$ cat config.mk
export PLATFORM = sky130hd
export DESIGN_NAME = alu_share_arb
export DESIGN_NICKNAME = d
export VERILOG_FILES = /design/src/rtl/alu_share_arb.sv
export SDC_FILE = /design/constraint.sdc
export NUM_CORES = 1
export LEC_CHECK = 0
export BUFFER_PORTS_ARGS = -buffer_cell sky130_fd_sc_hd__buf_2
export CAP_MARGIN = 5
export CORE_AREA = 2 2 191 193
export DETAILED_ROUTE_END_ITERATION = 16
export DIE_AREA = 0 0 193 195
export PLACE_DENSITY = 0.45
export REMOVE_ABC_BUFFERS = 1
export SLEW_MARGIN = 25
export SYNTH_ARGS = -nofsm -noshare
export SYNTH_HDL_FRONTEND = slang
export SYNTH_SLANG_ARGS = --single-unit
$ cat constraint.sdc
create_clock -name clk -period 7 [get_ports clk]
set_input_delay 0 -clock clk [delete_from_list [all_inputs] [get_ports clk]]
set_output_delay 0 -clock clk [all_outputs]
set_load 0.02 [all_outputs]
$ cat src/rtl/alu_share_arb.sv
// Round-robin arbiter sharing one registered-input alu between two requesters, with a
// credit-protected tagged response FIFO. Define ALU_ARB_PERF_EN to add per-port perf counters.
module alu_share_arb #(
    parameter int         WIDTH     = 32,
    parameter int         RSP_DEPTH = 2,
    parameter logic [5:0] IDLE_OP   = 6'h00
) (
    input  logic             clk,
    input  logic             rst,
    input  logic             req0_valid,
    output logic             req0_ready,
    input  logic [5:0]       req0_instr,
    input  logic [WIDTH-1:0] req0_rs1,
    input  logic [WIDTH-1:0] req0_rs2,
    input  logic [WIDTH-1:0] req0_imm,
    input  logic [4:0]       req0_shamt,
    input  logic [31:0]      req0_pc,
    input  logic             req1_valid,
    output logic             req1_ready,
    input  logic [5:0]       req1_instr,
    input  logic [WIDTH-1:0] req1_rs1,
    input  logic [WIDTH-1:0] req1_rs2,
    input  logic [WIDTH-1:0] req1_imm,
    input  logic [4:0]       req1_shamt,
    input  logic [31:0]      req1_pc,
    output logic [5:0]       alu_instr,
    output logic [WIDTH-1:0] alu_rs1,
    output logic [WIDTH-1:0] alu_rs2,
    output logic [WIDTH-1:0] alu_imm,
    output logic [4:0]       alu_shamt,
    output logic [31:0]      alu_pc,
    input  logic [WIDTH-1:0] alu_out,
    output logic             rsp_valid,
    input  logic             rsp_ready,
    output logic             rsp_id,
    output logic [WIDTH-1:0] rsp_data
`ifdef ALU_ARB_PERF_EN
    ,
    output logic [31:0]      perf_grant0,
    output logic [31:0]      perf_grant1,
    output logic [31:0]      perf_stall0,
    output logic [31:0]      perf_stall1
`endif
);

    localparam int PW = $clog2(RSP_DEPTH);
    localparam int CW = PW + 1;

    logic             prio;
    logic             inflight;
    logic             inflight_id;
    logic [PW-1:0]    wr_ptr;
    logic [PW-1:0]    rd_ptr;
    logic [CW-1:0]    count;
    logic [WIDTH-1:0] data_mem [RSP_DEPTH];
    logic             id_mem   [RSP_DEPTH];

    logic             grant0, grant1;
    logic             push, pop, can_issue;
    logic [CW:0]      occupancy;

    assign grant0 = req0_valid & (~req1_valid | ~prio);
    assign grant1 = req1_valid & (~req0_valid |  prio);

    assign push = inflight;
    assign pop  = rsp_valid & rsp_ready;

    // Slots already promised (stored + in flight) net of this cycle's pop; this makes
    // rsp_ready combinationally visible on reqN_ready.
    assign occupancy = {1'b0, count} + {{CW{1'b0}}, inflight} - {{CW{1'b0}}, pop};
    assign can_issue = occupancy < (CW+1)'(RSP_DEPTH);

    assign req0_ready = ~rst & grant0 & can_issue;
    assign req1_ready = ~rst & grant1 & can_issue;

    assign rsp_valid = ~rst & (count != '0);
    assign rsp_id    = id_mem[rd_ptr];
    assign rsp_data  = data_mem[rd_ptr];

    // NOTE: every output gets a default first so no latch is inferred on the idle path.
    always_comb begin
        alu_instr = IDLE_OP;
        alu_rs1   = '0;
        alu_rs2   = '0;
        alu_imm   = '0;
        alu_shamt = '0;
        alu_pc    = '0;
        if (req0_ready) begin
            alu_instr = req0_instr;
            alu_rs1   = req0_rs1;
            alu_rs2   = req0_rs2;
            alu_imm   = req0_imm;
            alu_shamt = req0_shamt;
            alu_pc    = req0_pc;
        end else if (req1_ready) begin
            alu_instr = req1_instr;
            alu_rs1   = req1_rs1;
            alu_rs2   = req1_rs2;
            alu_imm   = req1_imm;
            alu_shamt = req1_shamt;
            alu_pc    = req1_pc;
        end
    end

    // NOTE: registered state uses non-blocking assignments so all flops update together.
    always_ff @(posedge clk) begin
        if (rst) begin
            prio        <= 1'b0;
            inflight    <= 1'b0;
            inflight_id <= 1'b0;
            wr_ptr      <= '0;
            rd_ptr      <= '0;
            count       <= '0;
        end else begin
            if (req0_ready)      prio <= 1'b1;
            else if (req1_ready) prio <= 1'b0;
            inflight    <= req0_ready | req1_ready;
            inflight_id <= req1_ready;
            if (push) wr_ptr <= wr_ptr + PW'(1);
            if (pop)  rd_ptr <= rd_ptr + PW'(1);
            count <= count + CW'(push) - CW'(pop);
        end
    end

    // NOTE: FIFO storage is not reset; count gates rsp_valid so stale entries are never seen.
    always_ff @(posedge clk) begin
        if (push && !rst) begin
            data_mem[wr_ptr] <= alu_out;
            id_mem[wr_ptr]   <= inflight_id;
        end
    end

    a_no_overflow: assert property (@(posedge clk) disable iff (rst)
        !(push && count == CW'(RSP_DEPTH)));

`ifdef ALU_ARB_PERF_EN
    always_ff @(posedge clk) begin
        if (rst) begin
            perf_grant0 <= '0;
            perf_grant1 <= '0;
            perf_stall0 <= '0;
            perf_stall1 <= '0;
        end else begin
            if (req0_ready)               perf_grant0 <= perf_grant0 + 32'd1;
            if (req1_ready)               perf_grant1 <= perf_grant1 + 32'd1;
            if (req0_valid && !req0_ready) perf_stall0 <= perf_stall0 + 32'd1;
            if (req1_valid && !req1_ready) perf_stall1 <= perf_stall1 + 32'd1;
        end
    end
`endif

endmodule

==> impl_metrics.json <==
{
  "cts_made_buffers": 9,
  "ant_nets": 0,
  "rsz0062_at_grt": "false",
  "die_height_um": 195,
  "wirelength_mm": 31.5,
  "overflow": 0,
  "ys_ff_latch": 74,
  "antenna_found_initial": 10,
  "synth_area_leaders": "edfxtp_1 (31%), nand3_2 (16%), nand4_1 (14%)",
  "mostFrequentLayoutCell": "buf_2",
  "die_area_sq_mm": 0.0376,
  "start_util_pct": 17.9,
  "worst_slack_ns": 3.32,
  "synth_cell_types": 34,
  "whs_path_depth": 2,
  "crit_slowest_cell": "fa_1",
  "max-cap-violations": 0,
  "r2r-end": "inflight",
  "worstReg2RegStart": "count[1]",
  "wire_per_inst_um": 20.0,
  "cts-root-buf": "clkbuf_16",
  "dr.pass1.iters": 5,
  "vias": 7403,
  "path_class": "flop to primary output",
  "ios": 490,
  "r2r_setup_slack_ns": 4.36,
  "syn_avg_cell_area_sq_um": 9.66,
  "finalSetupTns_ns": 0,
  "startpoint_type": "flop",
  "maxSlewHeadroom_pct": 38.2,
  "status": "complete, no violations",
  "clkSinkCount": 74,
  "synth_flop_cell": "edfxtp_1",
  "fmax_ghz": 0.272,
  "dieWidth_um": 193,
  "ir_worst_vdd_uv": 498,
  "fp-row-count": 69,
  "fin_util_pct": 26.9,
  "path_cells": "o21ba_1 -> and2_1 -> ha_1 -> inv_1 -> ha_1 -> inv_1 -> fa_1 -> xnor2_2 -> nand2_8 -> buf_16 -> a21oi_1 -> buf_2",
  "worstRegToRegCells": 10,
  "hold_path.startpoint": "rst",
  "synth_xor_area_share_pct": 0.394,
  "track_usage_pct": 15.6,
  "async_reset_ff_share_pct": 0,
  "muxShareOfSynthArea_pct": 6.17,
  "min_path_type": "primary input to flop",
  "seq_area_frac_synth_pct": 33.8,
  "synth_adder_area_share_pct": 0.710,
  "clock_path_buffers": 2,
  "syn_inst": 657,
  "grt_pass1_vias": 7193,
  "cts_setup_buffers": 0,
  "synth_top_family_by_area": "simple AND/OR/NAND/NOR gates",
  "leakagePower_nw": 3.92,
  "cp_max_fo": 94,
  "dp_hpwl_mm": 22.9,
  "synth_top_area_share_pct": 31.2,
  "viasPerCell": 4.70,
  "ys_warn_count": 0,
  "grt_max_degree": 144,
  "powerDensity_mw_per_mm2": 328,
  "yosysTopAreaCell": "edfxtp_1",
  "drive_gt1_share_pct": 62.6,
  "io_buffers": 489,
  "synth_compound_area_share_pct": 13.8,
  "drt_iter0_markers": 411,
  "fin_cells": 1575,
  "cts.reportedPaths.clkPinSlew_ns": 0.06,
  "whs_ns": 0.0210,
  "drv_slew": 0,
  "hold_end": "count[0]",
  "arrival_ns": 3.68,
  "drc": 0,
  "synthSimpleGateAreaFrac_pct": 34.0,
  "cp_top_family": "adder cells",
  "endpoint_kind": "primary output",
  "clkLatencyLatePin_ns": 0.33,
  "synth_edf_count": 66,
  "cp_data_required_time_ns": 7.00,
  "synthToLayoutAreaGrowth_pct": 49.9,
  "layout_common_cells": "buf_2 (488), nand4_1 (139), nand3_2 (99)",
  "dp_cells": 1516,
  "place_ws_ns": 3.45,
  "cts_tree": "built",
  "fp.coreArea_sq_mm": 0.0354,
  "hold_viol": 0,
  "crit_buf_inv": 4,
  "worst_pin_slew_ns": 0.927,
  "setup_violations": 0,
  "cpPeakStageDelay_ns": 0.43,
  "h-tree-depth": 3,
  "post-route-min-period_ns": 3.68,
  "fin_nets": 1418,
  "period_share_pct": 52.6,
  "grt_pass1_wl_mm": 45.0,
  "finalClockSkew_ns": 0.0106,
  "cts.repair.resized": 0,
  "place.gp.congestion": 0.894,
  "synth_area_sq_mm": 0.00634
}
## layout make-up
class | count | area, sq um
Clock inverter | 6 | 88.8
Clock buffer | 10 | 229
Fill cell | 3950 | 25900
Antenna cell | 9 | 22.5
Multi-Input combinational cell | 479 | 3530
Tap cell | 461 | 577
Timing Repair Buffer | 531 | 2890
Inverter | 5 | 21.3
Sequential cell | 74 | 2140
## worst max path at each step
stage	slack [ns]	from	to	depth (start not counted)
6_report	3.32	count[1]	alu_rs1[31]	12
5_1_grt	3.15	count[1]	alu_rs1[31]	12
4_1_cts	3.07	count[1]	alu_rs1[31]	11
3_5_place_dp	3.45	count[1]	alu_rs1[31]	11
3_3_place_gp	3.41	count[1]	alu_rs1[31]	11
2_1_floorplan	1.80	prio	req1_ready	3
## through the flow
step / total power (W) / instance area [sq um]
2_1_floorplan: 0.00183 / 5660
3_3_place_gp: 0.00260 / 8810
3_5_place_dp: 0.00260 / 8810
4_1_cts: 0.00311 / 9460
5_1_grt: 0.00331 / 9510
6_report: 0.00312 / 9510
## sequential cells by signal, indices dropped and copies added, names as in the netlist, named ones only
register     flops
count            2
data_mem        64
id_mem           2
inflight         1
inflight_id      1
prio             1
rd_ptr           1
wr_ptr           1
## cells by family after synthesis
family / after synthesis
xor gates and xnor gates: 2
DFF: 74
AOI/OAI and AO/OA: 142
and+or+nand+nor: 297
adders and majority gates: 3
buffers and inverters: 104
muxes: 35
## power breakdown
part	internal (W)	total [W]	switching, W
clock network	0.000313	0.000484	0.000171
logic	0.000583	0.00206	0.00148
registers	0.000547	0.000570	0.0000226
## timing repair
item | in CTS | in global routing
hold buffers | 33 | 0
setup endpoints to repair | 0 | 0
endpoints found under the hold margin | 65 | 0
## Yosys cell counts (2+ instances only)
cell	instances
nand4_1	139
a21oi_2	41
mux2_2	33
nand2_1	3
nand3_1	41
nand3_2	99
ha_1	2
mux2i_1	2
a21oi_1	98
dfxtp_1	8
nor2_1	7
clkbuf_1	28
edfxtp_1	66
buf_6	12
buf_12	6
buf_8	5
inv_1	4
buf_4	5
buf_2	43
## worst reg2reg max path, stage by stage, from the launching register on
cell and delay, ns:
dfxtp_1 0.36, o21ba_1 0.21, and2_1 0.19, ha_1 0.28
inv_1 0.05, ha_1 0.12, inv_1 0.05, fa_1 0.43
xnor2_2 0.35, nand2_8 0.27, nor3_1 0.26
## layer usage
metal | global-route usage [%] | vias up | share of wire (%)
met1 | 20.3 | 3585 | 42
met2 | 26.2 | 338 | 49
met3 | 2.95 | 29 | 7.1
met5 | 0 | - | 0
met4 | 4.15 | 0 | 1.5
li1 | - | 3451 | -
(Power assumes the default switching activity.)
